$ cat config.mk
export PLATFORM = sky130hd
export DESIGN_NAME = ctrl_seq_master_flat
export DESIGN_NICKNAME = d
export VERILOG_FILES = /design/src/rtl/ctrl_seq_master_if.sv /design/src/rtl/ctrl_seq_master.sv /design/src/flat_wrapper.sv
export SDC_FILE = /design/constraint.sdc
export NUM_CORES = 1
export LEC_CHECK = 0
export BUFFER_PORTS_ARGS = -buffer_cell sky130_fd_sc_hd__buf_4
export CAP_MARGIN = 20
export CORE_AREA = 2 2 183 185
export CTS_BUF_LIST = sky130_fd_sc_hd__clkbuf_16
export DETAILED_ROUTE_END_ITERATION = 8
export DIE_AREA = 0 0 185 187
export GPL_TIMING_DRIVEN = 1
export SYNTH_ARGS = -nofsm -noshare
export SYNTH_HDL_FRONTEND = slang
export SYNTH_SLANG_ARGS = --single-unit
$ cat constraint.sdc
create_clock -name core_clk -period 6.9 [get_ports core_clk]
set_input_delay 1.38 -clock core_clk [delete_from_list [all_inputs] [get_ports core_clk]]
set_output_delay 1.38 -clock core_clk [all_outputs]
set_load 0.01 [all_outputs]
$ cat src/rtl/ctrl_seq_master_if.sv
// AXI-Lite bundle between the control sequencer (master) and the controlled
// block's register slave.
interface ctrl_seq_master_if #(
  parameter int ADDR_W = 32,
  parameter int DATA_W = 32
);
  logic                awvalid;
  logic                awready;
  logic [ADDR_W-1:0]   awaddr;
  logic                wvalid;
  logic                wready;
  logic [DATA_W-1:0]   wdata;
  logic [DATA_W/8-1:0] wstrb;
  logic                bvalid;
  logic                bready;
  logic [1:0]          bresp;
  logic                arvalid;
  logic                arready;
  logic [ADDR_W-1:0]   araddr;
  logic                rvalid;
  logic                rready;
  logic [DATA_W-1:0]   rdata;
  logic [1:0]          rresp;

  modport master (
    output awvalid, awaddr, wvalid, wdata, wstrb, bready, arvalid, araddr, rready,
    input  awready, wready, bvalid, bresp, arready, rvalid, rdata, rresp
  );

  modport slave (
    input  awvalid, awaddr, wvalid, wdata, wstrb, bready, arvalid, araddr, rready,
    output awready, wready, bvalid, bresp, arready, rvalid, rdata, rresp
  );
endinterface

$ cat src/rtl/ctrl_seq_master.sv
// Bring-up sequencer: config-table writes, then CONNECT and CLOSE write/poll over AXI-Lite.
// Define CTRL_SEQ_TIMEOUT_EN to bound each poll phase to POLL_MAX reads (err_code 3).
//
// state   | meaning
// IDLE    | out of reset, waiting for start
// WR      | AW and W valid, each dropped on its own ready
// WR_RESP | bready high, waiting for bvalid
// RD      | arvalid high, waiting for arready
// RD_DATA | rready high, waiting for rvalid
// DONE    | sequence complete, finish high
// ERR     | sequence aborted, err and err_code valid
module ctrl_seq_master #(
  parameter int          ADDR_W     = 32,
  parameter int          DATA_W     = 32,
  parameter int          NUM_CFG    = 5,
  parameter int          CONN_ADDR  = 5,
  parameter int          CLOSE_ADDR = 6,
  parameter logic [31:0] CONN_DONE  = 32'h10,
  parameter logic [31:0] CLOSE_DONE = 32'h1000,
  parameter int          POLL_MAX   = 1024
) (
  input  logic                      core_clk,
  input  logic                      core_rst,
  input  logic                      start,
  input  logic [NUM_CFG*ADDR_W-1:0] cfg_addr,
  input  logic [NUM_CFG*DATA_W-1:0] cfg_data,
  ctrl_seq_master_if.master         ctrl_s_axi,
  output logic                      busy,
  output logic                      finish,
  output logic                      err,
  output logic [1:0]                err_code
);

  localparam int IDX_W  = (NUM_CFG > 1) ? $clog2(NUM_CFG) : 1;
  localparam int STRB_W = DATA_W / 8;

  localparam logic [1:0] EC_WRESP   = 2'd1;
  localparam logic [1:0] EC_RRESP   = 2'd2;
  localparam logic [1:0] EC_TIMEOUT = 2'd3;

  if (NUM_CFG < 1 || NUM_CFG > 16) begin : g_bad_num_cfg
    $error("ctrl_seq_master: NUM_CFG must be 1..16");
  end
  if (DATA_W != 32 && DATA_W != 64) begin : g_bad_data_w
    $error("ctrl_seq_master: DATA_W must be 32 or 64");
  end
  if (POLL_MAX < 1) begin : g_bad_poll_max
    $error("ctrl_seq_master: POLL_MAX must be at least 1");
  end

  typedef enum logic [2:0] {IDLE, WR, WR_RESP, RD, RD_DATA, DONE, ERR} state_t;
  typedef enum logic [1:0] {PH_CFG, PH_CONN, PH_CLOSE} phase_t;

  state_t              state, state_d;
  phase_t              phase, phase_d;
  logic [IDX_W-1:0]    idx, idx_d, idx_inc;
  logic                awvalid_q, awvalid_d, wvalid_q, wvalid_d, bready_q, bready_d;
  logic                arvalid_q, arvalid_d, rready_q, rready_d;
  logic [ADDR_W-1:0]   awaddr_q, awaddr_d, araddr_q, araddr_d;
  logic [DATA_W-1:0]   wdata_q, wdata_d;
  logic [STRB_W-1:0]   wstrb_q, wstrb_d;
  logic                finish_q, finish_d, err_q, err_d;
  logic [1:0]          err_code_q, err_code_d;

  logic                do_wr, do_rd, aw_left, w_left;
  logic [ADDR_W-1:0]   wr_addr, rd_addr;
  logic [DATA_W-1:0]   wr_data, done_val;

  logic [ADDR_W-1:0]   tbl_addr [NUM_CFG];
  logic [DATA_W-1:0]   tbl_data [NUM_CFG];

`ifdef CTRL_SEQ_TIMEOUT_EN
  localparam int PC_W = (POLL_MAX > 1) ? $clog2(POLL_MAX) : 1;
  logic [PC_W-1:0]     poll_cnt, poll_cnt_d;
`endif

  for (genvar i = 0; i < NUM_CFG; i++) begin : g_tbl
    assign tbl_addr[i] = cfg_addr[i*ADDR_W +: ADDR_W];
    assign tbl_data[i] = cfg_data[i*DATA_W +: DATA_W];
  end

  assign idx_inc  = idx + IDX_W'(1);
  assign done_val = (phase == PH_CONN) ? DATA_W'(CONN_DONE) : DATA_W'(CLOSE_DONE);

  always_ff @(posedge core_clk or posedge core_rst) begin
    if (core_rst) begin
      state      <= IDLE;
      phase      <= PH_CFG;
      idx        <= '0;
      awvalid_q  <= 1'b0;
      wvalid_q   <= 1'b0;
      bready_q   <= 1'b0;
      arvalid_q  <= 1'b0;
      rready_q   <= 1'b0;
      awaddr_q   <= '0;
      wdata_q    <= '0;
      wstrb_q    <= '0;
      araddr_q   <= '0;
      finish_q   <= 1'b0;
      err_q      <= 1'b0;
      err_code_q <= 2'd0;
`ifdef CTRL_SEQ_TIMEOUT_EN
      poll_cnt   <= '0;
`endif
    end else begin
      state      <= state_d;
      phase      <= phase_d;
      idx        <= idx_d;
      awvalid_q  <= awvalid_d;
      wvalid_q   <= wvalid_d;
      bready_q   <= bready_d;
      arvalid_q  <= arvalid_d;
      rready_q   <= rready_d;
      awaddr_q   <= awaddr_d;
      wdata_q    <= wdata_d;
      wstrb_q    <= wstrb_d;
      araddr_q   <= araddr_d;
      finish_q   <= finish_d;
      err_q      <= err_d;
      err_code_q <= err_code_d;
`ifdef CTRL_SEQ_TIMEOUT_EN
      poll_cnt   <= poll_cnt_d;
`endif
    end
  end

  always_comb begin
    state_d    = state;
    phase_d    = phase;
    idx_d      = idx;
    awvalid_d  = awvalid_q;
    wvalid_d   = wvalid_q;
    bready_d   = bready_q;
    arvalid_d  = arvalid_q;
    rready_d   = rready_q;
    awaddr_d   = awaddr_q;
    wdata_d    = wdata_q;
    wstrb_d    = wstrb_q;
    araddr_d   = araddr_q;
    finish_d   = finish_q;
    err_d      = err_q;
    err_code_d = err_code_q;
    do_wr      = 1'b0;
    wr_addr    = '0;
    wr_data    = '0;
    do_rd      = 1'b0;
    rd_addr    = '0;
    aw_left    = awvalid_q && !ctrl_s_axi.awready;
    w_left     = wvalid_q && !ctrl_s_axi.wready;
`ifdef CTRL_SEQ_TIMEOUT_EN
    poll_cnt_d = poll_cnt;
`endif

    case (state)
      IDLE, DONE, ERR: begin
        if (start) begin
          finish_d   = 1'b0;
          err_d      = 1'b0;
          err_code_d = 2'd0;
          phase_d    = PH_CFG;
          idx_d      = '0;
          do_wr      = 1'b1;
          wr_addr    = tbl_addr[0];
          wr_data    = tbl_data[0];
`ifdef CTRL_SEQ_TIMEOUT_EN
          poll_cnt_d = '0;
`endif
        end
      end
      WR: begin
        // AW and W retire independently; the response is only awaited once both are gone
        awvalid_d = aw_left;
        wvalid_d  = w_left;
        if (!aw_left && !w_left) begin
          state_d  = WR_RESP;
          bready_d = 1'b1;
        end
      end
      WR_RESP: begin
        if (ctrl_s_axi.bvalid) begin
          bready_d = 1'b0;
          if (ctrl_s_axi.bresp != 2'b00) begin
            state_d    = ERR;
            err_d      = 1'b1;
            err_code_d = EC_WRESP;
          end else begin
            case (phase)
              PH_CFG: begin
                if (idx == IDX_W'(NUM_CFG - 1)) begin
                  phase_d = PH_CONN;
                  do_wr   = 1'b1;
                  wr_addr = ADDR_W'(CONN_ADDR);
                end else begin
                  idx_d   = idx_inc;
                  do_wr   = 1'b1;
                  wr_addr = tbl_addr[idx_inc];
                  wr_data = tbl_data[idx_inc];
                end
              end
              PH_CONN: begin
                do_rd   = 1'b1;
                rd_addr = ADDR_W'(CONN_ADDR);
              end
              default: begin
                do_rd   = 1'b1;
                rd_addr = ADDR_W'(CLOSE_ADDR);
              end
            endcase
          end
        end
      end
      RD: begin
        if (ctrl_s_axi.arready) begin
          arvalid_d = 1'b0;
          rready_d  = 1'b1;
          state_d   = RD_DATA;
        end
      end
      RD_DATA: begin
        if (ctrl_s_axi.rvalid) begin
          rready_d = 1'b0;
          if (ctrl_s_axi.rresp != 2'b00) begin
            state_d    = ERR;
            err_d      = 1'b1;
            err_code_d = EC_RRESP;
          end else if (ctrl_s_axi.rdata == done_val) begin
`ifdef CTRL_SEQ_TIMEOUT_EN
            poll_cnt_d = '0;
`endif
            if (phase == PH_CONN) begin
              phase_d = PH_CLOSE;
              do_wr   = 1'b1;
              wr_addr = ADDR_W'(CLOSE_ADDR);
            end else begin
              state_d  = DONE;
              finish_d = 1'b1;
            end
          end
`ifdef CTRL_SEQ_TIMEOUT_EN
          else if (poll_cnt == PC_W'(POLL_MAX - 1)) begin
            state_d    = ERR;
            err_d      = 1'b1;
            err_code_d = EC_TIMEOUT;
          end
`endif
          else begin
`ifdef CTRL_SEQ_TIMEOUT_EN
            poll_cnt_d = poll_cnt + PC_W'(1);
`endif
            do_rd   = 1'b1;
            rd_addr = araddr_q;
          end
        end
      end
      default: state_d = IDLE;
    endcase

    // launching from the handshake cycle keeps the gap to the next valid at zero
    if (do_wr) begin
      state_d   = WR;
      awvalid_d = 1'b1;
      wvalid_d  = 1'b1;
      awaddr_d  = wr_addr;
      wdata_d   = wr_data;
      wstrb_d   = '1;
    end
    if (do_rd) begin
      state_d   = RD;
      arvalid_d = 1'b1;
      araddr_d  = rd_addr;
    end
  end

  assign ctrl_s_axi.awvalid = awvalid_q;
  assign ctrl_s_axi.awaddr  = awaddr_q;
  assign ctrl_s_axi.wvalid  = wvalid_q;
  assign ctrl_s_axi.wdata   = wdata_q;
  assign ctrl_s_axi.wstrb   = wstrb_q;
  assign ctrl_s_axi.bready  = bready_q;
  assign ctrl_s_axi.arvalid = arvalid_q;
  assign ctrl_s_axi.araddr  = araddr_q;
  assign ctrl_s_axi.rready  = rready_q;

  assign busy     = !(state inside {IDLE, DONE, ERR});
  assign finish   = finish_q;
  assign err      = err_q;
  assign err_code = err_code_q;

endmodule

$ cat src/flat_wrapper.sv
// flat-port wrapper written by rule: the top's interface ports become plain ports
module ctrl_seq_master_flat 
#(
  parameter int          ADDR_W     = 32,
  parameter int          DATA_W     = 32,
  parameter int          NUM_CFG    = 5,
  parameter int          CONN_ADDR  = 5,
  parameter int          CLOSE_ADDR = 6,
  parameter logic [31:0] CONN_DONE  = 32'h10,
  parameter logic [31:0] CLOSE_DONE = 32'h1000,
  parameter int          POLL_MAX   = 1024
)
  (core_clk, core_rst, start, cfg_addr, cfg_data, busy, finish, err, err_code, ctrl_s_axi_awvalid, ctrl_s_axi_awaddr, ctrl_s_axi_wvalid, ctrl_s_axi_wdata, ctrl_s_axi_wstrb, ctrl_s_axi_bready, ctrl_s_axi_arvalid, ctrl_s_axi_araddr, ctrl_s_axi_rready, ctrl_s_axi_awready, ctrl_s_axi_wready, ctrl_s_axi_bvalid, ctrl_s_axi_bresp, ctrl_s_axi_arready, ctrl_s_axi_rvalid, ctrl_s_axi_rdata, ctrl_s_axi_rresp);
  ctrl_seq_master_if #(.ADDR_W(ADDR_W), .DATA_W(DATA_W)) ctrl_s_axi_i ();
  input  logic core_clk;
  input  logic core_rst;
  input  logic start;
  input  logic [NUM_CFG*ADDR_W-1:0] cfg_addr;
  input  logic [NUM_CFG*DATA_W-1:0] cfg_data;
  output logic busy;
  output logic finish;
  output logic err;
  output logic [1:0] err_code;
  output wire logic [$bits(ctrl_s_axi_i.awvalid)-1:0] ctrl_s_axi_awvalid;
  output wire logic [$bits(ctrl_s_axi_i.awaddr)-1:0] ctrl_s_axi_awaddr;
  output wire logic [$bits(ctrl_s_axi_i.wvalid)-1:0] ctrl_s_axi_wvalid;
  output wire logic [$bits(ctrl_s_axi_i.wdata)-1:0] ctrl_s_axi_wdata;
  output wire logic [$bits(ctrl_s_axi_i.wstrb)-1:0] ctrl_s_axi_wstrb;
  output wire logic [$bits(ctrl_s_axi_i.bready)-1:0] ctrl_s_axi_bready;
  output wire logic [$bits(ctrl_s_axi_i.arvalid)-1:0] ctrl_s_axi_arvalid;
  output wire logic [$bits(ctrl_s_axi_i.araddr)-1:0] ctrl_s_axi_araddr;
  output wire logic [$bits(ctrl_s_axi_i.rready)-1:0] ctrl_s_axi_rready;
  input wire logic [$bits(ctrl_s_axi_i.awready)-1:0] ctrl_s_axi_awready;
  input wire logic [$bits(ctrl_s_axi_i.wready)-1:0] ctrl_s_axi_wready;
  input wire logic [$bits(ctrl_s_axi_i.bvalid)-1:0] ctrl_s_axi_bvalid;
  input wire logic [$bits(ctrl_s_axi_i.bresp)-1:0] ctrl_s_axi_bresp;
  input wire logic [$bits(ctrl_s_axi_i.arready)-1:0] ctrl_s_axi_arready;
  input wire logic [$bits(ctrl_s_axi_i.rvalid)-1:0] ctrl_s_axi_rvalid;
  input wire logic [$bits(ctrl_s_axi_i.rdata)-1:0] ctrl_s_axi_rdata;
  input wire logic [$bits(ctrl_s_axi_i.rresp)-1:0] ctrl_s_axi_rresp;
  assign ctrl_s_axi_awvalid = ctrl_s_axi_i.awvalid;
  assign ctrl_s_axi_awaddr = ctrl_s_axi_i.awaddr;
  assign ctrl_s_axi_wvalid = ctrl_s_axi_i.wvalid;
  assign ctrl_s_axi_wdata = ctrl_s_axi_i.wdata;
  assign ctrl_s_axi_wstrb = ctrl_s_axi_i.wstrb;
  assign ctrl_s_axi_bready = ctrl_s_axi_i.bready;
  assign ctrl_s_axi_arvalid = ctrl_s_axi_i.arvalid;
  assign ctrl_s_axi_araddr = ctrl_s_axi_i.araddr;
  assign ctrl_s_axi_rready = ctrl_s_axi_i.rready;
  assign ctrl_s_axi_i.awready = ctrl_s_axi_awready;
  assign ctrl_s_axi_i.wready = ctrl_s_axi_wready;
  assign ctrl_s_axi_i.bvalid = ctrl_s_axi_bvalid;
  assign ctrl_s_axi_i.bresp = ctrl_s_axi_bresp;
  assign ctrl_s_axi_i.arready = ctrl_s_axi_arready;
  assign ctrl_s_axi_i.rvalid = ctrl_s_axi_rvalid;
  assign ctrl_s_axi_i.rdata = ctrl_s_axi_rdata;
  assign ctrl_s_axi_i.rresp = ctrl_s_axi_rresp;
  ctrl_seq_master #(.ADDR_W(ADDR_W), .DATA_W(DATA_W), .NUM_CFG(NUM_CFG), .CONN_ADDR(CONN_ADDR), .CLOSE_ADDR(CLOSE_ADDR), .CONN_DONE(CONN_DONE), .CLOSE_DONE(CLOSE_DONE), .POLL_MAX(POLL_MAX)) u_core (.core_clk(core_clk), .core_rst(core_rst), .start(start), .cfg_addr(cfg_addr), .cfg_data(cfg_data), .ctrl_s_axi(ctrl_s_axi_i), .busy(busy), .finish(finish), .err(err), .err_code(err_code));
endmodule
## Word level (Yosys, flattened, before mapping)

Cells that the tools add are included.

| word-level totals | value |
|---|---|
| memory bits (writable) | 0 |
| logic and storage cells | 184 |
| memories | 0 |
| input port bits | 364 |
| flip-flop bits (word level) | 114 |
| bits in latches | 0 |
| bits in read-only memories | 0 |
| output and inout bits | 110 |

| operators by class | value |
|---|---|
| equal/unequal tests | 33 |
| add/subtract/negate cells | 1 |
| divide/modulo/power cells | 0 |
| bitwise gates (word level) | 1 |
| reductions and logical operators | 31 |
| multiplexer cells | 102 |
| shift operators | 0 |
| $lt $le $gt $ge | 1 |
| multipliers | 0 |

Operators by type and width:

| cell | number |
|---|---|
| $mux W32 | 22 |
| $bmux W32 S3 | 2 |
| $pmux W32 S2 | 2 |
| $pmux W32 S3 | 1 |
| $mux W3 | 16 |
| $mux W1 | 34 |
| $eq A32 B32 Y1 | 1 |
| $mux W2 | 13 |
| $reduce_and A6 Y1 | 3 |
| $reduce_bool A2 Y1 | 9 |
| $ne A2 B2 Y1 const B | 8 |
| $ne A4 B2 Y1 const B | 4 |
| $pmux W3 S5 | 1 |
| $ne A2 B1 Y1 const B | 7 |
| $mux W13 | 1 |
| $eq A3 B3 Y1 const B | 4 |
| $pmux W2 S3 | 2 |
| $pmux W3 S2 | 2 |
| $reduce_and A10 Y1 | 1 |
| $ne A4 B1 Y1 const B | 2 |
| $pmux W1 S2 | 4 |
| $reduce_and A8 Y1 | 1 |
| $eq A3 B2 Y1 const B | 2 |
| $pmux W1 S3 | 2 |
| other kinds (16) | 25 |

## Logic depth before layout (Yosys ltp)

| logic depth | value |
|---|---|
| depth in word-level cells | 10 |
| depth in mapped cells | 14 |
| mapped depth without buffers | 7 |

## Worst setup path before layout

Ideal clock, no wire load.

| timing path | value |
|---|---|
| kind | reg2reg |
| from | register u_core.idx[0] |
| to | register u_core.awaddr_q[27], in the netlist u_core.ctrl_s_axi.awaddr[27] |
| cell stages (with the launch flop) | 12 |
| data required time | 6.775 ns |
| path buffers | 6 |
| clock period less this slack | 3.132 ns |
| setup time | 0.125 ns |
| slack | 3.768 ns |
| data arrival time | 3.007 ns |
| path through | dfrtp_1 -> buf_4 -> buf_2 -> buf_2 -> buf_2 -> inv_1 -> ha_1 -> buf_2 -> clkbuf_1 -> mux4_2 -> a221o_1 -> mux2_2 |

| between the ends | value |
|---|---|
| cells in the longest elaborated chain, start to end | 10 |

RTL lines:

| element | line | text |
|---|---|---|
| start: declaration | ctrl_seq_master.sv:56 | `logic [IDX_W-1:0] idx, idx_d, idx_inc;` |
| start signal: assignment | ctrl_seq_master.sv:108 | `idx <= idx_d;` |
| $add A3 B1 Y3 | ctrl_seq_master.sv:82 | `assign idx_inc = idx + IDX_W'(1);` |
| $not A3 Y4 (implied by the code) | ctrl_seq_master.sv:196 | `wr_addr = tbl_addr[idx_inc];` |
| $bmux W32 S3 | ctrl_seq_master.sv:196 |  |
| $mux W32 (implied by the code) (2 in a row) | ctrl_seq_master.sv:196 |  |
| $mux W32 (*) | ctrl_seq_master.sv:189 | `if (idx == IDX_W'(NUM_CFG - 1)) begin` |
| $mux W32 (*) | ctrl_seq_master.sv:187 | `case (phase)` |
| $mux W32 (*) | ctrl_seq_master.sv:182 | `if (ctrl_s_axi.bresp != 2'b00) begin` |
| $mux W32 (*) | ctrl_seq_master.sv:180 | `if (ctrl_s_axi.bvalid) begin` |
| $pmux W32 S3 (*) | ctrl_seq_master.sv:154 | `case (state)` |
| end signal: assignment | ctrl_seq_master.sv:114 | `awaddr_q <= awaddr_d;` |
| end: declaration | ctrl_seq_master.sv:59 | `logic [ADDR_W-1:0] awaddr_q, awaddr_d, araddr_q, araddr_d;` |

Mark *: on every way between the ends. The rest lies on a longest branch, timed or not. The select of a mux whose other input is x is not followed.
A chain may end at the register's enable or synchronous reset.

## Worst setup path after layout

| timing path | value |
|---|---|
| from | input ctrl_s_axi_bresp[1] |
| to | register u_core.awaddr_q[16], in the netlist u_core.ctrl_s_axi.awaddr[16] |

| between the ends | value |
|---|---|
| cells in the longest elaborated chain, start to end | 4 |

RTL lines:

| element | line | text |
|---|---|---|
| start: declaration | flat_wrapper.sv:36 | `input wire logic [$bits(ctrl_s_axi_i.bresp)-1:0] ctrl_s_axi_bresp;` |
| $reduce_bool A2 Y1 (*) | ctrl_seq_master.sv:182 |  |
| $mux W32 / $mux W1 (equally long branches) | ctrl_seq_master.sv:182 |  |
| $mux W32 / $mux W1 (equally long branches) | ctrl_seq_master.sv:180 |  |
| $pmux W32 S3 / $pmux W1 S3 (equally long branches) | ctrl_seq_master.sv:154 |  |

Mark *: on every way between the ends. The rest lies on a longest branch, timed or not.

==> flow_summary.toml <==
[timing]
tns_ps = 0
rsz0062_at_grt = "false"
relSlewSlack_pct = 33.64
fin_crit_sh_pct = 56.52
setup_viol = 0
worst_slew_pin_slew_ps = 993.2
finalMaxSlewViolations = 0
min_period_ps = 3900
skew_ps = 8.777
max_freq_ghz = 0.2564
hold_viol_final = 0

[clocking]
post_cts_buffers = 0
clk_latency_ps = 360
clock-sinks = 85
cts_root_buf = "clkbuf_16"
cts-resized-gates = 0
cts_tree = "done"
hold_buffers = 0
clkTransAtPathRegs_ps = 70
htreeDepth = 3
ctsLongestPathBuffers = 2
cts_made_buffers = 9

[yosys]
synth_edf_count = 0
yosys.cell_types.count = 65
synth_ff_type = "dfrtp_1"
synth_area_um2 = 6902
synth-seq-area-share_pct = 30.82
synthCells = 679
async_flop_share_pct = 100.0
yosys_warnings = 0
syn_avg_cell_area_um2 = 10.16
synth_seq_cells = 85

[drt]
top_layer_used = "met5"
met2_wirelength_mm = 15.23
dr_wl_met3_mm = 2.403
wl_mm = 31.35
drc_errors = 0
vias_per_cell = 4.812
dr_total_vias = 7362
drt-wirelength-per-cell_um = 20.49
ant_nets = 0
drt_iter0_markers = 308
drt-pass1-iter-count = 4
routedLengthMet1_mm = 12.55

[setup_path]
cp-startpoint = "ctrl_s_axi_bresp[1]"
start_kind = "input port"
path_max_fanout = 36
critPathArrivalTime_ps = 4190
required_ps = 7190
cp_cell_sequence = "buf_4 -> nor4_2 -> nand3_2 -> nor2_2 -> a221o_1 -> mux2_2"
worstSetupEndpointType = "flip-flop"
critPathTopFamily = "simple AND/OR/NAND/NOR gates"
crit_type = "input port to flip-flop"
r2r_start = "u_core.idx[0]"
crit_path_top_delay_cell = "nor2_2"
slowest_delay_ps = 960
critPathBufInv = 1

[grt]
grt_pass1_wl_mm = 45.02
grt_max_degree = 65
grt_pass1_vias = 7583
antenna_found_initial = 1
track_usage_pct = 17.25
gr-total-overflow = 0

[floorplanning]
die_w_um = 185
boundaryPins = 474
dieArea_um2 = 34600
rows = 67
core_um2 = 32860
die_h_um = 187
start_util_pct = 21.00

[place]
placed_cells = 1514
placed_area_um2 = 10510
gp_congestion = 0.8201
port_buffers = 444
hpwl_mm = 23.79

[final_layout]
fin_cells = 1530
utilization_pct = 32.86
multiInputGateArea_um2 = 4349
final_common_cell = "buf_4"
layout_common_cells = "buf_4, dfrtp_1, nand2_1"
fin_area_um2 = 10800
seq_area_um2 = 2131
diodes = 0
area_growth_pct = 56.45
fillers = 3445
final_nets = 1443
drive_above_1_share_pct = 53.60

[worst_hold_path]
worstHoldStart = "u_core.ctrl_s_axi.araddr[2]"
hold_path.class = "flip-flop to flip-flop"

[job]
cap_violations = 0

[status]
run_status = "finished, final reports clean"

[power]
p_per_area_nw_per_um2 = 280.7
vdd_drop_max_v = 0.0001898
leakage_nw = 5.000
[routing by layer]
layer | GRT usage [%] | vias up
met3 | 4.108 | 44
met2 | 29.76 | 326
met5 | 0 | -
met1 | 20.26 | 3609
li1 | - | 3381
met4 | 7.418 | 2
[synth_stat cells (3+ instances only)]
master	instances	area, um^2
nand3_1	10	50.05
nor2b_1	19	118.9
buf_2	20	100.1
buf_4	36	270.3
inv_1	8	30.03
o32a_1	32	320.3
o21ai_0	9	45.04
nor3_1	3	15.01
buf_1	9	33.78
mux2i_1	33	330.3
a21o_1	3	22.52
nand2_1	83	311.6
clkbuf_1	25	93.84
dfrtp_1	85	2127
nand4_1	6	37.54
nor2_1	11	41.29
and2_1	4	25.02
mux4_2	32	720.7
mux2_2	60	675.7
buf_6	4	45.04
a21oi_1	45	225.2
nand2b_1	4	25.02
and3_1	18	112.6
nor4_1	7	43.79
a221o_1	62	620.6
[logic make-up after synthesis]
logic type / synth area share [%]
AND/OR/NAND/NOR: 13.65
AO/OA/AOI/OAI: 20.61
multiplexers: 25.34
buffers and inverters: 8.430
flip-flops: 30.82
XOR/XNOR: 0.7253
adder cells (fa/ha/maj): 0.3625
other: 0.05434
[through the flow]
step / worst slack [ps] / power, mW / hold slack, ps
final: 3000 / 3.031 / 480.6
after global routing: 2736 / 3.221 / 509.7
after CTS: 2991 / 3.071 / 489.9
after detailed placement: 2638 / 2.538 / 465.1
after global placement: 2691 / 2.520 / 463.6
after floorplan: 3327 / 1.838 / 513.4
[final timing paths]
check                                                to  slack (ps)  depth (start not counted)
max reg2reg                u_core.ctrl_s_axi.awaddr[16]        3040                          7
min reg2reg                 u_core.ctrl_s_axi.araddr[2]         480                          1
max in group asynchronous                 u_core.idx[0]        4680                          3
min                         u_core.ctrl_s_axi.araddr[2]         480                          1
min in group asynchronous  u_core.ctrl_s_axi.awaddr[13]        1070                          2
max                        u_core.ctrl_s_axi.awaddr[16]        3000                          6
[flip-flops by register name, summed over array words and instances, names as in the netlist, 2 cells and up]
register and cells:
u_core.state 3, u_core.ctrl_s_axi.araddr 3, u_core.phase 2, u_core.err_code 2, u_core.idx 3, u_core.ctrl_s_axi.wdata 32, u_core.ctrl_s_axi.awaddr 32
[power by group]
group	switching (mW)	internal [mW]
clock	0.231	0.279
sequential	0.171	0.667
combinational	0.796	0.886
[cell type report]
type | instances | share of cell area (%)
Clock inverter | 7 | 0.6257
Timing Repair Buffer | 454 | 31.75
Inverter | 9 | 0.3360
Tap cell | 448 | 5.191
Multi-Input combinational cell | 518 | 40.28
Clock buffer | 9 | 2.086
Sequential cell | 85 | 19.73
No activity file was read; power rests on OpenSTA's default activity.
